==> src/rtl/accelerator_config_pkg.sv <==
// Accelerator-wide configuration shared by the load/store engines and the
// memory port arbiter: requester IDs and the arbiter state encoding.
package accelerator_config_pkg;

   localparam int unsigned NUM_MEM_REQ    = 3;

   localparam int unsigned MEM_REQ_LOAD_M = 0;
   localparam int unsigned MEM_REQ_LOAD_V = 1;
   localparam int unsigned MEM_REQ_STORE  = 2;

   typedef enum logic {
      IDLE  = 1'b0,
      BURST = 1'b1
   } arb_state_t;

   function automatic int unsigned wrap_inc(int unsigned idx, int unsigned n);
      return (idx + 1 >= n) ? 0 : idx + 1;
   endfunction

endpackage

==> src/rtl/mem_arb_picker.sv <==
// Rotate-and-priority-encode: the first requester at or after rr_ptr
// (mod NUM_REQ) with req high wins. Tie rr_ptr to 0 for fixed priority.
module mem_arb_picker #(
   parameter int unsigned NUM_REQ = 3,
   parameter int unsigned IDX_W   = $clog2(NUM_REQ)
) (
   input  logic [NUM_REQ-1:0] req,
   input  logic [IDX_W-1:0]   rr_ptr,
   output logic [NUM_REQ-1:0] win_onehot,
   output logic [IDX_W-1:0]   win_idx
);

   localparam logic [IDX_W:0] N_W = (IDX_W+1)'(NUM_REQ);

   logic [2*NUM_REQ-1:0] dbl;
   logic                 found;
   logic [IDX_W:0]       sel;

   always_comb begin
      dbl   = {req, req} >> rr_ptr;
      found = 1'b0;
      sel   = '0;
      for (int unsigned k = 0; k < NUM_REQ; k++) begin
         if (!found && dbl[k]) begin
            found = 1'b1;
            sel   = {1'b0, rr_ptr} + (IDX_W+1)'(k);
            if (sel >= N_W) sel = sel - N_W;
         end
      end
      win_idx = sel[IDX_W-1:0];
      for (int unsigned j = 0; j < NUM_REQ; j++) begin
         win_onehot[j] = found && (sel == (IDX_W+1)'(j));
      end
   end

endmodule

==> src/rtl/mem_port_arbiter.sv <==
// Burst arbiter sharing one byte-wide simple_memory port among the load/store
// engines. Define MEM_ARB_FIXED_PRIO_EN for fixed priority instead of round-robin.
module mem_port_arbiter
   import accelerator_config_pkg::*;
#(
   parameter int unsigned NUM_REQ    = NUM_MEM_REQ,
   parameter int unsigned ADDR_WIDTH = 24,
   parameter int unsigned DATA_WIDTH = 8
) (
   input  logic                           clk,
   input  logic                           rst,
   input  logic [NUM_REQ-1:0]             req,
   input  logic [NUM_REQ-1:0]             req_last,
   input  logic [NUM_REQ-1:0]             req_we,
   input  logic [NUM_REQ*ADDR_WIDTH-1:0]  req_addr,
   input  logic [NUM_REQ*DATA_WIDTH-1:0]  req_wdata,
   output logic [NUM_REQ-1:0]             gnt,
   output logic [NUM_REQ-1:0]             rvalid,
   output logic [DATA_WIDTH-1:0]          rdata,
   output logic [ADDR_WIDTH-1:0]          mem_addr,
   output logic                           mem_we,
   output logic [DATA_WIDTH-1:0]          mem_din,
   input  logic [DATA_WIDTH-1:0]          mem_dout,
   output logic                           busy
);

   localparam int unsigned IDX_W = $clog2(NUM_REQ);

   arb_state_t              state_q, state_d;
   logic [NUM_REQ-1:0]      gnt_q, gnt_d;
   logic [NUM_REQ-1:0]      rvalid_q, rvalid_d;
   logic [IDX_W-1:0]        owner_q, owner_d;
   logic [ADDR_WIDTH-1:0]   addr_hold_q, addr_hold_d;

   logic [IDX_W-1:0]        rr_ptr;
   logic [NUM_REQ-1:0]      win_onehot;
   logic [IDX_W-1:0]        win_idx;

   logic                    own_req;
   logic                    own_last;
   logic                    own_we;
   logic [ADDR_WIDTH-1:0]   own_addr;
   logic [DATA_WIDTH-1:0]   own_wdata;
   logic                    in_burst;
   logic                    fire;

`ifdef MEM_ARB_FIXED_PRIO_EN
   assign rr_ptr = '0;
`else
   logic [IDX_W-1:0]        rr_ptr_q, rr_ptr_d;
   assign rr_ptr = rr_ptr_q;
`endif

   mem_arb_picker #(
      .NUM_REQ (NUM_REQ),
      .IDX_W   (IDX_W)
   ) u_picker (
      .req        (req),
      .rr_ptr     (rr_ptr),
      .win_onehot (win_onehot),
      .win_idx    (win_idx)
   );

   always_comb begin
      own_req   = 1'b0;
      own_last  = 1'b0;
      own_we    = 1'b0;
      own_addr  = '0;
      own_wdata = '0;
      for (int unsigned i = 0; i < NUM_REQ; i++) begin
         if (owner_q == IDX_W'(i)) begin
            own_req   = req[i];
            own_last  = req_last[i];
            own_we    = req_we[i];
            own_addr  = req_addr[i*ADDR_WIDTH +: ADDR_WIDTH];
            own_wdata = req_wdata[i*DATA_WIDTH +: DATA_WIDTH];
         end
      end
   end

   assign in_burst = (state_q == BURST);
   assign fire     = in_burst && own_req;

   always_comb begin
      state_d     = state_q;
      gnt_d       = gnt_q;
      owner_d     = owner_q;
      rvalid_d    = '0;
      addr_hold_d = addr_hold_q;
`ifndef MEM_ARB_FIXED_PRIO_EN
      rr_ptr_d    = rr_ptr_q;
`endif
      case (state_q)
         IDLE: begin
            if (|req) begin
               gnt_d   = win_onehot;
               owner_d = win_idx;
               state_d = BURST;
            end
         end
         BURST: begin
            addr_hold_d = own_addr;
            if (fire) begin
               // gnt_q is the owner's one-hot, reused as the read-return strobe
               if (!own_we) rvalid_d = gnt_q;
               if (own_last) begin
                  gnt_d   = '0;
                  state_d = IDLE;
`ifndef MEM_ARB_FIXED_PRIO_EN
                  rr_ptr_d = IDX_W'(wrap_inc(32'(owner_q), NUM_REQ));
`endif
               end
            end
         end
         default: state_d = IDLE;
      endcase
   end

   always_ff @(posedge clk) begin
      if (rst) begin
         state_q     <= IDLE;
         gnt_q       <= '0;
         rvalid_q    <= '0;
         owner_q     <= '0;
         addr_hold_q <= '0;
`ifndef MEM_ARB_FIXED_PRIO_EN
         rr_ptr_q    <= '0;
`endif
      end else begin
         state_q     <= state_d;
         gnt_q       <= gnt_d;
         rvalid_q    <= rvalid_d;
         owner_q     <= owner_d;
         addr_hold_q <= addr_hold_d;
`ifndef MEM_ARB_FIXED_PRIO_EN
         rr_ptr_q    <= rr_ptr_d;
`endif
      end
   end

   assign gnt      = gnt_q;
   assign rvalid   = rvalid_q;
   assign rdata    = mem_dout;
   assign busy     = in_burst;
   assign mem_addr = in_burst ? own_addr : addr_hold_q;
   assign mem_we   = fire && own_we;
   assign mem_din  = in_burst ? own_wdata : '0;

endmodule

==> config.mk <==
export PLATFORM = sky130hd
export DESIGN_NAME = mem_port_arbiter
export DESIGN_NICKNAME = d
export VERILOG_FILES = /design/src/rtl/accelerator_config_pkg.sv /design/src/rtl/mem_arb_picker.sv /design/src/rtl/mem_port_arbiter.sv
export SDC_FILE = /design/constraint.sdc
export NUM_CORES = 1
export LEC_CHECK = 0
export BUFFER_PORTS_ARGS = -buffer_cell sky130_fd_sc_hd__buf_2
export CAP_MARGIN = 30
export CORE_ASPECT_RATIO = 1.5
export CORE_MARGIN = 2
export CORE_UTILIZATION = 38
export CTS_CLUSTER_DIAMETER = 120
export DETAILED_ROUTE_END_ITERATION = 6
export GPL_TIMING_DRIVEN = 0
export PLACE_DENSITY = 0.85
export SLEW_MARGIN = 0
export SYNTH_ARGS = -nofsm -noshare
export SYNTH_HDL_FRONTEND = slang
export SYNTH_SLANG_ARGS = --single-unit
==> constraint.sdc <==
create_clock -name clk -period 1.7 [get_ports clk]
set_input_delay 0.17 -clock clk [delete_from_list [all_inputs] [get_ports clk]]
set_output_delay 0.17 -clock clk [all_outputs]
set_load 0.05 [all_outputs]
# Word level (Yosys, flattened, before mapping)
# Index checks and enable logic that the tools add are counted.
[totals]
regBits = 35
input_bits = 115
out_inout_bits = 48
wordCells = 77
[op_classes]
n_addsub = 6
magnitude_cmp = 4
n_eq_ne = 7
n_shift = 1
mux = 35
n_bitwise = 2
reduce_logical = 16
[op_table]
columns = ["operator", "count"]
rows = [
  ["two-way mux 24 bit", 4],
  ["two-way mux 8 bit", 4],
  ["two-way mux 3 bit", 9],
  ["two-way mux 1 bit", 15],
  ["greater-or-equal comparator 3 x 2 -> 1 bit, second input constant", 3],
  ["logical AND 1 bit", 7],
  ["adder 2 x 1 -> 3 bit, second input constant", 2],
  ["one-hot mux 3 bit (2 select lines)", 1],
  ["AND reduction 3 bit", 2],
  ["right shift 6 x 2 -> 3 bit", 1],
  ["subtractor 3 x 2 -> 3 bit, second input constant", 2],
  ["!= test 2 x 1 -> 1 bit, second input constant", 2],
  ["OR reduction 4 bit", 1],
  ["adder 2 x 2 -> 3 bit, second input constant", 1],
  ["== test 3 x 1 -> 1 bit, second input constant", 1],
  ["== test 3 x 2 -> 1 bit, second input constant", 1],
  ["logical NOT 3 bit", 1],
  ["OR reduction 3 bit", 1],
  ["subtractor 2 x 2 -> 3 bit, second input constant", 1],
  ["== test 2 x 1 -> 1 bit, second input constant", 1],
  ["== test 2 bit, second input constant", 1],
  ["greater-or-equal comparator 2 bit, second input constant", 1],
  ["logical NOT 1 bit", 2],
  ["logical NOT 2 bit", 1],
  ["5 further kinds", 6],
]

# Logic depth before layout (Yosys ltp)
[logic_depth]
ltp_word = 12
ltp_mapped = 7
mapped_depth_nobuf = 6

# Modules after synthesis
# From an unflattened synthesis, not the netlist that was laid out.
[hier_totals]
cells_unflattened = 341
hier_area_um2 = 2813.9
[modules_own_cells]
columns = ["module", "instances", "cells_each", "area_each_um2", "seq_area_each_um2"]
rows = [
  ["mem_port_arbiter", 1, 288, 2357.3, 700.7],
  ["mem_arb_picker", 1, 53, 456.7, 0.0],
]

# Worst setup path after synthesis
# No wires, ideal clock.
[synth_timing]
kind = "flip-flop to flip-flop"
startpoint = "reg state_q (netlist: busy)"
endpoint = "reg addr_hold_q[10]"
setup_time_ns = 0.068
arrival_time_ns = 2.157
t_required_ns = 1.632
slack_ns = -0.524
path_stages_with_launch = 6
path_buffers = 2
period_less_slack_ns = 2.224
cell_sequence = "dfxtp_1 buf_6 clkbuf_1 nor2_1 a21oi_1 nor2b_1"
[synth_via]
elab_chain_len = 1
[synth_lines]
columns = ["item", "line_no", "text"]
rows = [
  ["start: declaration", "mem_port_arbiter.sv:29", "arb_state_t state_q, state_d;"],
  ["start signal: assignment", "mem_port_arbiter.sv:130", "state_q <= state_d;"],
  ["two-way mux 24 bit", "--", ""],
  ["named net mem_addr[10]", "mem_port_arbiter.sv:20", "output logic [ADDR_WIDTH-1:0] mem_addr,"],
  ["end signal: assignment", "mem_port_arbiter.sv:134", "addr_hold_q <= addr_hold_d;"],
  ["end: declaration", "mem_port_arbiter.sv:33", "logic [ADDR_WIDTH-1:0] addr_hold_q, addr_hold_d;"],
]
# The timed path passes the listed nets, and every way through them passes these cells.
# A chain may end at the register's enable or synchronous reset.

# Worst setup path in the final report
[layout_timing]
startpoint = "reg rr_ptr_q[1] (netlist: rr_ptr[1])"
endpoint = "reg gnt_q[1] (netlist: gnt[1])"
[layout_via]
elab_chain_len = 12
elab_cells_between_ends = 26
cone_classes = "5 x add/sub; 3 x order compare; 1 x eq/ne; 1 x shift; 11 x mux; 5 x reduce/logical"
[layout_lines]
columns = ["item", "line_no", "text"]
rows = [
  ["start: declaration", "mem_port_arbiter.sv:50", "logic [IDX_W-1:0] rr_ptr_q, rr_ptr_d;"],
  ["start signal: assignment", "mem_port_arbiter.sv:136", "rr_ptr_q <= rr_ptr_d;"],
  ["branches (longest 9 deep; another with adder 2 x 1 -> 3 bit)", "--", ""],
  ["logical AND 1 bit (*)", "mem_arb_picker.sv:32", "win_onehot[j] = found && (sel == (IDX_W+1)'(j));"],
  ["two-way mux 3 bit (*)", "mem_port_arbiter.sv:95", "if (|req) begin"],
  ["one-hot mux 3 bit (2 select lines) (*)", "mem_port_arbiter.sv:93", "case (state_q)"],
  ["end signal: assignment", "mem_port_arbiter.sv:131", "gnt_q <= gnt_d;"],
  ["end: declaration", "mem_port_arbiter.sv:30", "logic [NUM_REQ-1:0] gnt_q, gnt_d;"],
]
# Mark *: on every way between the ends. The select of a mux whose other input is x is not followed.

==> implementation parameters <==
Parameter                              Value

Timing
  Total negative slack for setup checks    -4.90 ns
  Count of endpoints failing setup in the final report    37
  Post-Route Skew    0.00939 ns
  Worst path setup slack after routing    -0.255 ns
  Setup repair after global routing missed its margin    true
  Post-layout minimum cycle time    1.95 ns
  Final number of max-transition violations    0
  Final worst-path cycle share    1.15
  Final number of hold-violating endpoints    0
  Maximum clock rate    512 MHz
  Relative slew slack    0.634
  Slew at the pin closest to its max-slew limit    0.548 ns

Floorplanning
  Num rows    35
  Die outline height    102 um
  Die Outline Area    7040 sq um
  Core ar.    6170 sq um
  I/O pin total    163
  Die Width    69.2 um
  Initial core utilization    0.392

Synth
  Count of state elements after synthesis    35
  Nets in the synthesized netlist    437
  Sequential cell area fraction in the yosys report    0.289
  Leading cell types by total area after synthesis    dfxtp_1 29%, mux2i_1 16%, a21oi_1 12%, nor2_1 11%, nor2b_1 6.7%
  Dominant cell type by area after synthesis    dfxtp_1
  Number of enable flip-flop cells after synthesis    0
  Share of Yosys cell area claimed by the top area cell type    0.289
  Average size of a mapped cell    7.66 sq um
  FFs w/ async S/R, synth    0
  Post-synth top flop    dfxtp_1
  Post-synthesis instance area    2420 sq um
  Count of cell types in the netlist    42
  Synth warnings    0
  Post-synthesis instance total    316

Global route
  Met3 usage    0.0418
  Met1 Resource Use GR    0.248
  Number of global-route vias before repair    3148
  Initial antenna violation count    0
  Peak-usage layer in the global routing report    met2
  Met2 layer usage reported by global route    0.550
  Grt ovf    0
  GRT Resource Usage Total    0.264
  Pin count of the biggest net entering global routing    11
  Global-route wire length before repair    14900 um

CTS
  Root buf cell    clkbuf_8
  TritonCTS clock tree    done
  Clock transition at path regs    0.07 ns
  Count of H-tree levels built during CTS    2
  Number of buffers inserted during clock tree synthesis    5
  Clock latency of the later-clocked register in the worst-skew pair    0.28 ns
  Clk sink count    35
  Max Root-Sink Buffers    2

Worst setup path
  Kind of end point of the critical path    flop
  CP Data Arrival Time    2.13 ns
  Launching point of the worst reg2reg path    rr_ptr[1]
  Crit path launch    rr_ptr[1]
  Category of the worst setup path launch point    flop
  Critical path type    flop to flop
  CP required    1.88 ns
  Crit-path max FO    4

Run status
  Status    finished with violations
  Violations in the final reports    negative setup slack

Routing
  Ratio of routed vias to standard cells    5.34
  WL/cell    17.0 um
  Number of nets with antenna violations after routing    0
  First-pass DRT Iterations    5
  Vias after detailed routing    3092
  First DRT Iteration DRCs    83
  Total wire length after detailed routing    9840 um
  Post-detailed-route DRC marker count    0

Place
  Detailed placement HPWL    6290 um
  GPL Wtd Cong    0.813
  Port Buf Inserts    152

Layout
  Antenna diode instance count    0
  Fraction of final layout cells sized beyond drive strength 1    0.622
  Synth-to-layout area growth    90.5%
  Core utilization of the finished layout    0.747
  Fin nets    625

Pwr
  Leakage power figure    2.04 nW
  Maximum resistive drop on vdd    0.487 mV
  PwrDens    800 nW/um^2
  Total Power    3.69 mW

Flow run
  Number of violations of the max-capacitance limit    0

Min path
  Start point of the worst hold path    req_last[0]
  Worst hold path class    primary input to flop
-- power breakdown --
part           total [mW]  leakage [nW]  switching, mW  internal (mW)
Sequential          0.924         0.291         0.0291          0.895
Clock               0.656        0.0515          0.286          0.370
Combinational        2.11          1.70           1.23          0.874
-- state kept, by name, indices dropped and copies added (netlist names) --
signal and count:
addr_hold_q 24, busy 1, gnt 3, owner_q 2, rr_ptr 2, rvalid 3
-- synth_stat cells (all sizes together), types with 2 or more instances --
cell type / number
o2bb2ai: 2
and2: 3
nor3b: 2
buf: 22
clkbuf: 12
and4bb: 2
nand4: 2
o31ai: 2
nor2: 73
mux2i: 39
dfxtp: 35
nand2b: 2
a32o: 2
nor2b: 26
nand2: 3
inv: 3
a21oi: 59
ha: 6
-- worst max-delay path, cell delays in order (launching register included) --
cell and delay, ns:
dfxtp_4 0.36, buf_6 0.10, and4bb_1 0.18, or4_4 0.56
a22o_1 0.23, a21o_1 0.19, a32o_1 0.22
-- metal layers --
layer | share of wire | vias to the layer above
met1 | 0.33 | 1444
met3 | 0.061 | 30
li1 | - | 1455
met4 | 0.033 | 0
met5 | 0 | -
met2 | 0.58 | 163
-- cells by family after synthesis --
group                    count (synthesis)  share of synthesized area
multiplexers                            39                      0.161
AO/OA/AOI/OAI                           76                      0.183
AND/OR/NAND/NOR                        121                      0.246
adder cells (fa/ha/maj)                  6                     0.0310
flip-flops                              35                      0.289
buffers and inverters                   38                     0.0853
XOR/XNOR                                 1                    0.00362
-- placed cells by master, fill, tap and decap left out, drive strengths merged, types with 3 or more instances in the layout --
cell type / n
ha: 6
inv: 3
clkbuf: 20
dfxtp: 35
a21oi: 59
nor2b: 26
mux2i: 39
buf: 203
nor2: 73
nand2: 3
and2: 3
-- path summary, 6_finish.rpt --
path	to	slack, ns	cells past startpoint
max	gnt[1]	-0.25	6
min	rr_ptr[0]	0.24	4
max reg2reg	gnt[1]	-0.25	6
min reg2reg	rvalid[0]	0.51	1
-- cell type report --
type                            instances  area, sq um
Buffer                                 32          302
Clock buffer                            8          100
Fill cell                             418         1560
Inverter                                4         20.0
Multi-Input combinational cell        243         2080
Sequential cell                        35          711
Tap cell                               74         92.6
Timing Repair Buffer                  183         1310
-- metrics by stage --
stage	setup WS (ns)	cell area [sq um]	std cells	hold slack [ns]
floorplan	-0.127	2760	316	0.339
global placement	-0.433	3620	542	0.473
detailed placement	-0.456	3620	542	0.482
CTS	-0.245	4510	578	0.224
global route	-0.293	4610	579	0.275
finish	-0.255	4610	579	0.243
-- what timing repair did --
| item | in CTS | in global routing |
|---|---|---|
| gates cloned | 3 | 0 |
| setup endpoints to repair | 63 | 43 |
| hold buffers | 0 | 0 |
| hold endpoints to repair | 0 | 0 |
| setup buffers | 26 | 5 |
| pin swaps | 46 | 34 |
| resized for setup | 154 | 34 |
(Power assumes the default switching activity.)
